$ cat src/rtl/div_pkg.sv
// Shared types and defaults for the restoring divider.
package div_pkg;

  typedef enum logic [1:0] {
    IDLE = 2'd0,
    RUN  = 2'd1,
    DONE = 2'd2
  } state_e;

  localparam int DIV_WIDTH = 4;

endpackage

$ cat src/rtl/sub4b.sv
// Combinational subtractor: a - b with a borrow-out flag.
module sub4b #(
  parameter int WIDTH = 4
) (
  input  logic [WIDTH-1:0] a_i,
  input  logic [WIDTH-1:0] b_i,
  output logic [WIDTH-1:0] diff_o,
  output logic             borrow_o
);

  logic [WIDTH:0] full;

  assign full     = {1'b0, a_i} - {1'b0, b_i};
  assign diff_o   = full[WIDTH-1:0];
  assign borrow_o = full[WIDTH];

endmodule

$ cat src/rtl/div4b.sv
// Unsigned restoring divider: one shift-and-subtract iteration per clock.
// A zero divisor bypasses the iterations and reports all-ones / dividend.
module div4b
  import div_pkg::*;
#(
  parameter int WIDTH = DIV_WIDTH
) (
  input  logic             clk_i,
  input  logic             rst_ni,
  input  logic             start_i,
  input  logic [WIDTH-1:0] a_i,
  input  logic [WIDTH-1:0] b_i,
  output logic [WIDTH-1:0] q_o,
  output logic [WIDTH-1:0] r_o,
  output logic             busy_o,
  output logic             done_o,
  output logic             dz_o
);

  localparam int            CW       = (WIDTH > 1) ? $clog2(WIDTH) : 1;
  localparam logic [CW-1:0] CNT_LOAD = CW'(WIDTH - 1);

  state_e           state_q, state_d;
  logic [WIDTH-1:0] a_q, a_d, b_q, b_d, rem_q, rem_d;
  logic [WIDTH-1:0] q_q, q_d, r_q, r_d;
  logic [CW-1:0]    cnt_q, cnt_d;
  logic             busy_q, busy_d, done_q, done_d, dz_q, dz_d;
  logic             zpend_q, zpend_d;

  logic [WIDTH:0]   rem_shift, diff;
  logic             borrow, fits;
  logic [WIDTH-1:0] rem_nxt, quo_nxt;

  // Dividend register doubles as the quotient shift register.
  assign rem_shift = {rem_q, a_q[WIDTH-1]};

  sub4b #(.WIDTH(WIDTH + 1)) u_sub (
    .a_i      (rem_shift),
    .b_i      ({1'b0, b_q}),
    .diff_o   (diff),
    .borrow_o (borrow)
  );

  // The kept difference must also fit back into WIDTH bits.
  assign fits    = ~(borrow | diff[WIDTH]);
  assign rem_nxt = fits ? diff[WIDTH-1:0] : rem_shift[WIDTH-1:0];
  assign quo_nxt = {a_q[WIDTH-2:0], fits};

  always_ff @(posedge clk_i or negedge rst_ni) begin
    if (!rst_ni) begin
      state_q <= IDLE;
      a_q     <= '0;
      b_q     <= '0;
      rem_q   <= '0;
      q_q     <= '0;
      r_q     <= '0;
      cnt_q   <= '0;
      busy_q  <= 1'b0;
      done_q  <= 1'b0;
      dz_q    <= 1'b0;
      zpend_q <= 1'b0;
    end else begin
      state_q <= state_d;
      a_q     <= a_d;
      b_q     <= b_d;
      rem_q   <= rem_d;
      q_q     <= q_d;
      r_q     <= r_d;
      cnt_q   <= cnt_d;
      busy_q  <= busy_d;
      done_q  <= done_d;
      dz_q    <= dz_d;
      zpend_q <= zpend_d;
    end
  end

  always_comb begin
    state_d = state_q;
    a_d     = a_q;
    b_d     = b_q;
    rem_d   = rem_q;
    q_d     = q_q;
    r_d     = r_q;
    cnt_d   = cnt_q;
    busy_d  = busy_q;
    done_d  = 1'b0;
    dz_d    = dz_q;
    zpend_d = zpend_q;

    unique case (state_q)
      IDLE, DONE: begin
        if (start_i) begin
          a_d     = a_i;
          b_d     = b_i;
          rem_d   = '0;
          state_d = RUN;
          // Zero divisor spends one silent cycle in RUN before reporting.
          if (b_i != '0) begin
            cnt_d   = CNT_LOAD;
            busy_d  = 1'b1;
            zpend_d = 1'b0;
          end else begin
            cnt_d   = '0;
            busy_d  = 1'b0;
            zpend_d = 1'b1;
          end
        end else begin
          state_d = IDLE;
          busy_d  = 1'b0;
        end
      end
      RUN: begin
        if (zpend_q) begin
          q_d     = '1;
          r_d     = a_q;
          dz_d    = 1'b1;
          done_d  = 1'b1;
          zpend_d = 1'b0;
          state_d = DONE;
        end else begin
          a_d   = quo_nxt;
          rem_d = rem_nxt;
          if (cnt_q == '0) begin
            q_d     = quo_nxt;
            r_d     = rem_nxt;
            dz_d    = 1'b0;
            done_d  = 1'b1;
            busy_d  = 1'b0;
            state_d = DONE;
          end else begin
            cnt_d = cnt_q - CW'(1);
          end
        end
      end
      default: state_d = IDLE;
    endcase
  end

  assign q_o    = q_q;
  assign r_o    = r_q;
  assign busy_o = busy_q;
  assign done_o = done_q;
  assign dz_o   = dz_q;

endmodule

$ cat config.mk
export PLATFORM = sky130hd
export DESIGN_NAME = div4b
export DESIGN_NICKNAME = d
export VERILOG_FILES = /design/src/rtl/div_pkg.sv /design/src/rtl/sub4b.sv /design/src/rtl/div4b.sv
export SDC_FILE = /design/constraint.sdc
export NUM_CORES = 1
export LEC_CHECK = 0
export BUFFER_PORTS_ARGS = -buffer_cell sky130_fd_sc_hd__buf_2
export CORE_AREA = 2 2 68 70
export CTS_CLUSTER_DIAMETER = 150
export DETAILED_ROUTE_END_ITERATION = 10
export DIE_AREA = 0 0 70 72
export GPL_TIMING_DRIVEN = 1
export SKIP_CTS_REPAIR_TIMING = 1
export SYNTH_ARGS = -nofsm -noshare
export SYNTH_HDL_FRONTEND = slang
export SYNTH_HIERARCHICAL = 1
export SYNTH_SLANG_ARGS = --single-unit
export TNS_END_PERCENT = 30
$ cat constraint.sdc
create_clock -name clk_i -period 2.2 [get_ports clk_i]
set_input_delay 0.22 -clock clk_i [delete_from_list [all_inputs] [get_ports clk_i]]
set_output_delay 0.22 -clock clk_i [all_outputs]
set_load 0.05 [all_outputs]
==> flow_metrics.env <==
export IMPL_first_iter_violations=35
export IMPL_synth_top_area_cell="dfrtp_1"
export IMPL_netlist_area_sq_um=1480
export IMPL_r2r_end="a_q[0]"
export IMPL_cpPeakStageDelay_ns=0.35
export IMPL_hold_viol=0
export IMPL_cts_root_buf="clkbuf_8"
export IMPL_clk_pin_slew_ns=0.10
export IMPL_finalPower_uw=3200
export IMPL_antennaDiodeCount=0
export IMPL_path_max_fanout=6
export IMPL_status="complete, no violations"
export IMPL_antenna_found_initial=0
export IMPL_grt_pass1_vias=1140
export IMPL_h_tree_depth=1
export IMPL_synth_top_area_share_pct=47.5
export IMPL_cts_tree="done"
export IMPL_nets=194
export IMPL_grt_max_degree=29
export IMPL_drv_slew=0
export IMPL_cp_end_kind="flip-flop"
export IMPL_viasPerCell=5.00
export IMPL_ant_nets=0
export IMPL_period_share_pct=98.1
export IMPL_avgSynthCellArea_sq_um=10.2
export IMPL_setup_violations=0
export IMPL_reg2reg_setup_slack_ns=0.04
export IMPL_hold_path_class="input pin to flip-flop"
export IMPL_fin_crit_ns=2.16
export IMPL_maxCapViolCount=0
export IMPL_synth_common_cells="dfrtp_1, nand2_1, inv_1, nor2_1, o21ai_1"
export IMPL_arrival_ns=2.33
export IMPL_drtPass1Iterations=4
export IMPL_grt_ovfl_total=0
export IMPL_cpMaxStageDelayCell="dfrtp_1"
export IMPL_place_area_sq_um=1680
export IMPL_start_util_pct=34.6
export IMPL_whs_path_depth=3
export IMPL_io_pins=22
export IMPL_synth_edff_count=0
export IMPL_drcViolationCount=0
export IMPL_relSlewSlack_pct=59.4
export IMPL_worst_slew_pin_slew_ns=0.609
export IMPL_worst_clock_skew_ns=0.00910
export IMPL_wl_um=3060
export IMPL_areaGrowthSynthToFinish_pct=22.3
export IMPL_multiInputGateArea_sq_um=744
export IMPL_yosysMostFrequentCell="dfrtp_1"
export IMPL_synth_seq_area_share_pct=47.5
export IMPL_ys_types=41
export IMPL_synth_fp_nets=163
export IMPL_hold_path_end="b_q[2]"
export IMPL_reg2regPathDepth=9
export IMPL_coreArea_sq_um=4260
export IMPL_cp_common_cell="mux2_4"
export IMPL_power_density_nw_per_um2=1770
export IMPL_grt_pass1_wl_um=5230
export IMPL_numCtsBuffers=3
export IMPL_dp_hpwl_um=2300
export IMPL_fillCellCount=435
export IMPL_crit_required_ns=2.37
export IMPL_clock_path_buffers=2
export IMPL_syn_inst=145
export IMPL_rows=24
export IMPL_gr_usage_all_layers_pct=12.9
export IMPL_die_x_um=70
export IMPL_cts_sinks=28
export IMPL_ys_seq_elements=28
export IMPL_hold_path_startpoint="b_i[2]"
export IMPL_wl_per_cell_um=13.5
export IMPL_io_buffers=21
export IMPL_fmax_mhz=463
export IMPL_peakVddDrop_mv=0.673
export IMPL_p_leak_uw=0.000867
export IMPL_drive_above_1_share_pct=27.4
export IMPL_ys_flop_type="dfrtp_1"
export IMPL_gp_congestion=0.744
export IMPL_crit_family="adder cells"
export IMPL_fp_dieH_um=72
export IMPL_dieArea_sq_um=5040
export IMPL_worst_path_buf_inv=1
export IMPL_regArea_sq_um=701
export IMPL_yosys_warnings=6
export IMPL_async_reset_ff_share_pct=100
export IMPL_detailroute_via_count=1136
export IMPL_r2r_start="a_q[3]"
export IMPL_critPathKind="flip-flop to flip-flop"
export IMPL_fin_area_sq_um=1810
export IMPL_clock_latency_ns=0.27
export IMPL_yosys_top_cells_area="dfrtp_1, ha_1, mux2i_1"
export IMPL_path_cells="inv_1, ha_2, fa_2, nand2b_4, a21oi_2, xor2_2, nor2_4, mux2_4, mux2_4"
export IMPL_worst_setup_path_start_kind="flip-flop"
[worst register-to-register path, stage by stage, from the launching register on]
cell and delay (ns):
dfrtp_1 0.35, inv_1 0.05, ha_2 0.19, fa_2 0.34
nand2b_4 0.15, a21oi_2 0.18, xor2_2 0.20, nor2_4 0.09
mux2_4 0.27, mux2_4 0.25
[placed cells by master, fill, tap and decap left out, types with 4 or more instances in the layout]
| master | Yosys | routed |
|---|---|---|
| ha_1 | 6 | 5 |
| buf_2 | 2 | 21 |
| buf_4 | 1 | 9 |
| o21ai_1 | 9 | 9 |
| nand2_1 | 14 | 14 |
| dfrtp_1 | 28 | 28 |
| mux2i_1 | 6 | 6 |
| inv_1 | 11 | 11 |
| nand3_1 | 8 | 8 |
| o211ai_1 | 4 | 4 |
| nor2_1 | 9 | 8 |
[sequential cells by signal, indices dropped and copies added (netlist names)]
register	flops
a_q	4
b_q	4
busy_o	1
cnt_q	2
done_o	1
dz_o	1
q_o	4
r_o	4
rem_q	4
state_q	2
zpend_q	1
[worst max-delay path by stage]
| stage | to | cells after the start | from | slack, ns |
|---|---|---|---|---|
| floorplan | a_q[0] | 9 | a_q[3] | 0.006 |
| global placement | a_q[0] | 9 | a_q[3] | 0.02 |
| detailed placement | a_q[0] | 9 | a_q[3] | -0.05 |
| CTS | a_q[0] | 9 | a_q[3] | -0.06 |
| global route | a_q[0] | 9 | a_q[3] | -0.04 |
| finish | a_q[0] | 9 | a_q[3] | 0.04 |
[stage by stage]
stage               hold slack, ns  TNS [ns]  worst slack [ns]  utilization (%)  cells
finish                       0.158         0            0.0424             42.3    227
global route                 0.160   -0.0613           -0.0393             42.3    227
CTS                        -0.0375   -0.0560           -0.0560             41.1    224
detailed placement           0.268   -0.0471           -0.0471             39.4    220
global placement             0.262         0            0.0234             39.4    220
floorplan                  -0.0756         0           0.00608                -    145
[logic make-up after synthesis]
family / count (synthesis) / share of synthesized area (%)
DFF: 28 / 47.5
buffers and inverters: 16 / 4.49
and+or+nand+nor: 47 / 16.7
muxes: 12 / 9.15
adders and majority gates: 7 / 6.44
AOI/OAI and AO/OA: 31 / 13.7
other: 1 / 0.254
xor gates and xnor gates: 3 / 1.78
[layer usage]
layer / vias to the layer above / global-route usage (%) / share of wire [%]
met5: - / 0 / 0
met4: 0 / 5.34 / 1.4
met3: 4 / 1.94 / 2.3
met2: 14 / 21.2 / 49
met1: 559 / 17.1 / 48
li1: 559 / - / -
[final cells by class]
cell class	count	area share, %
well taps	52	3.60
flip-flops and latches	28	38.8
multi-input cells	101	41.2
inverters	11	2.29
clock inverters	1	1.66
repair buffers	31	10.1
clock buffers	3	2.29
[where the power goes]
| group | internal (uW) | switching (uW) | leakage, uW | total (uW) |
|---|---|---|---|---|
| combinational | 771 | 1130 | 0.000483 | 1900 |
| clock | 244 | 160 | 0.0000357 | 403 |
| sequential | 743 | 150 | 0.000348 | 894 |
No activity file was read; power rests on OpenSTA's default activity.
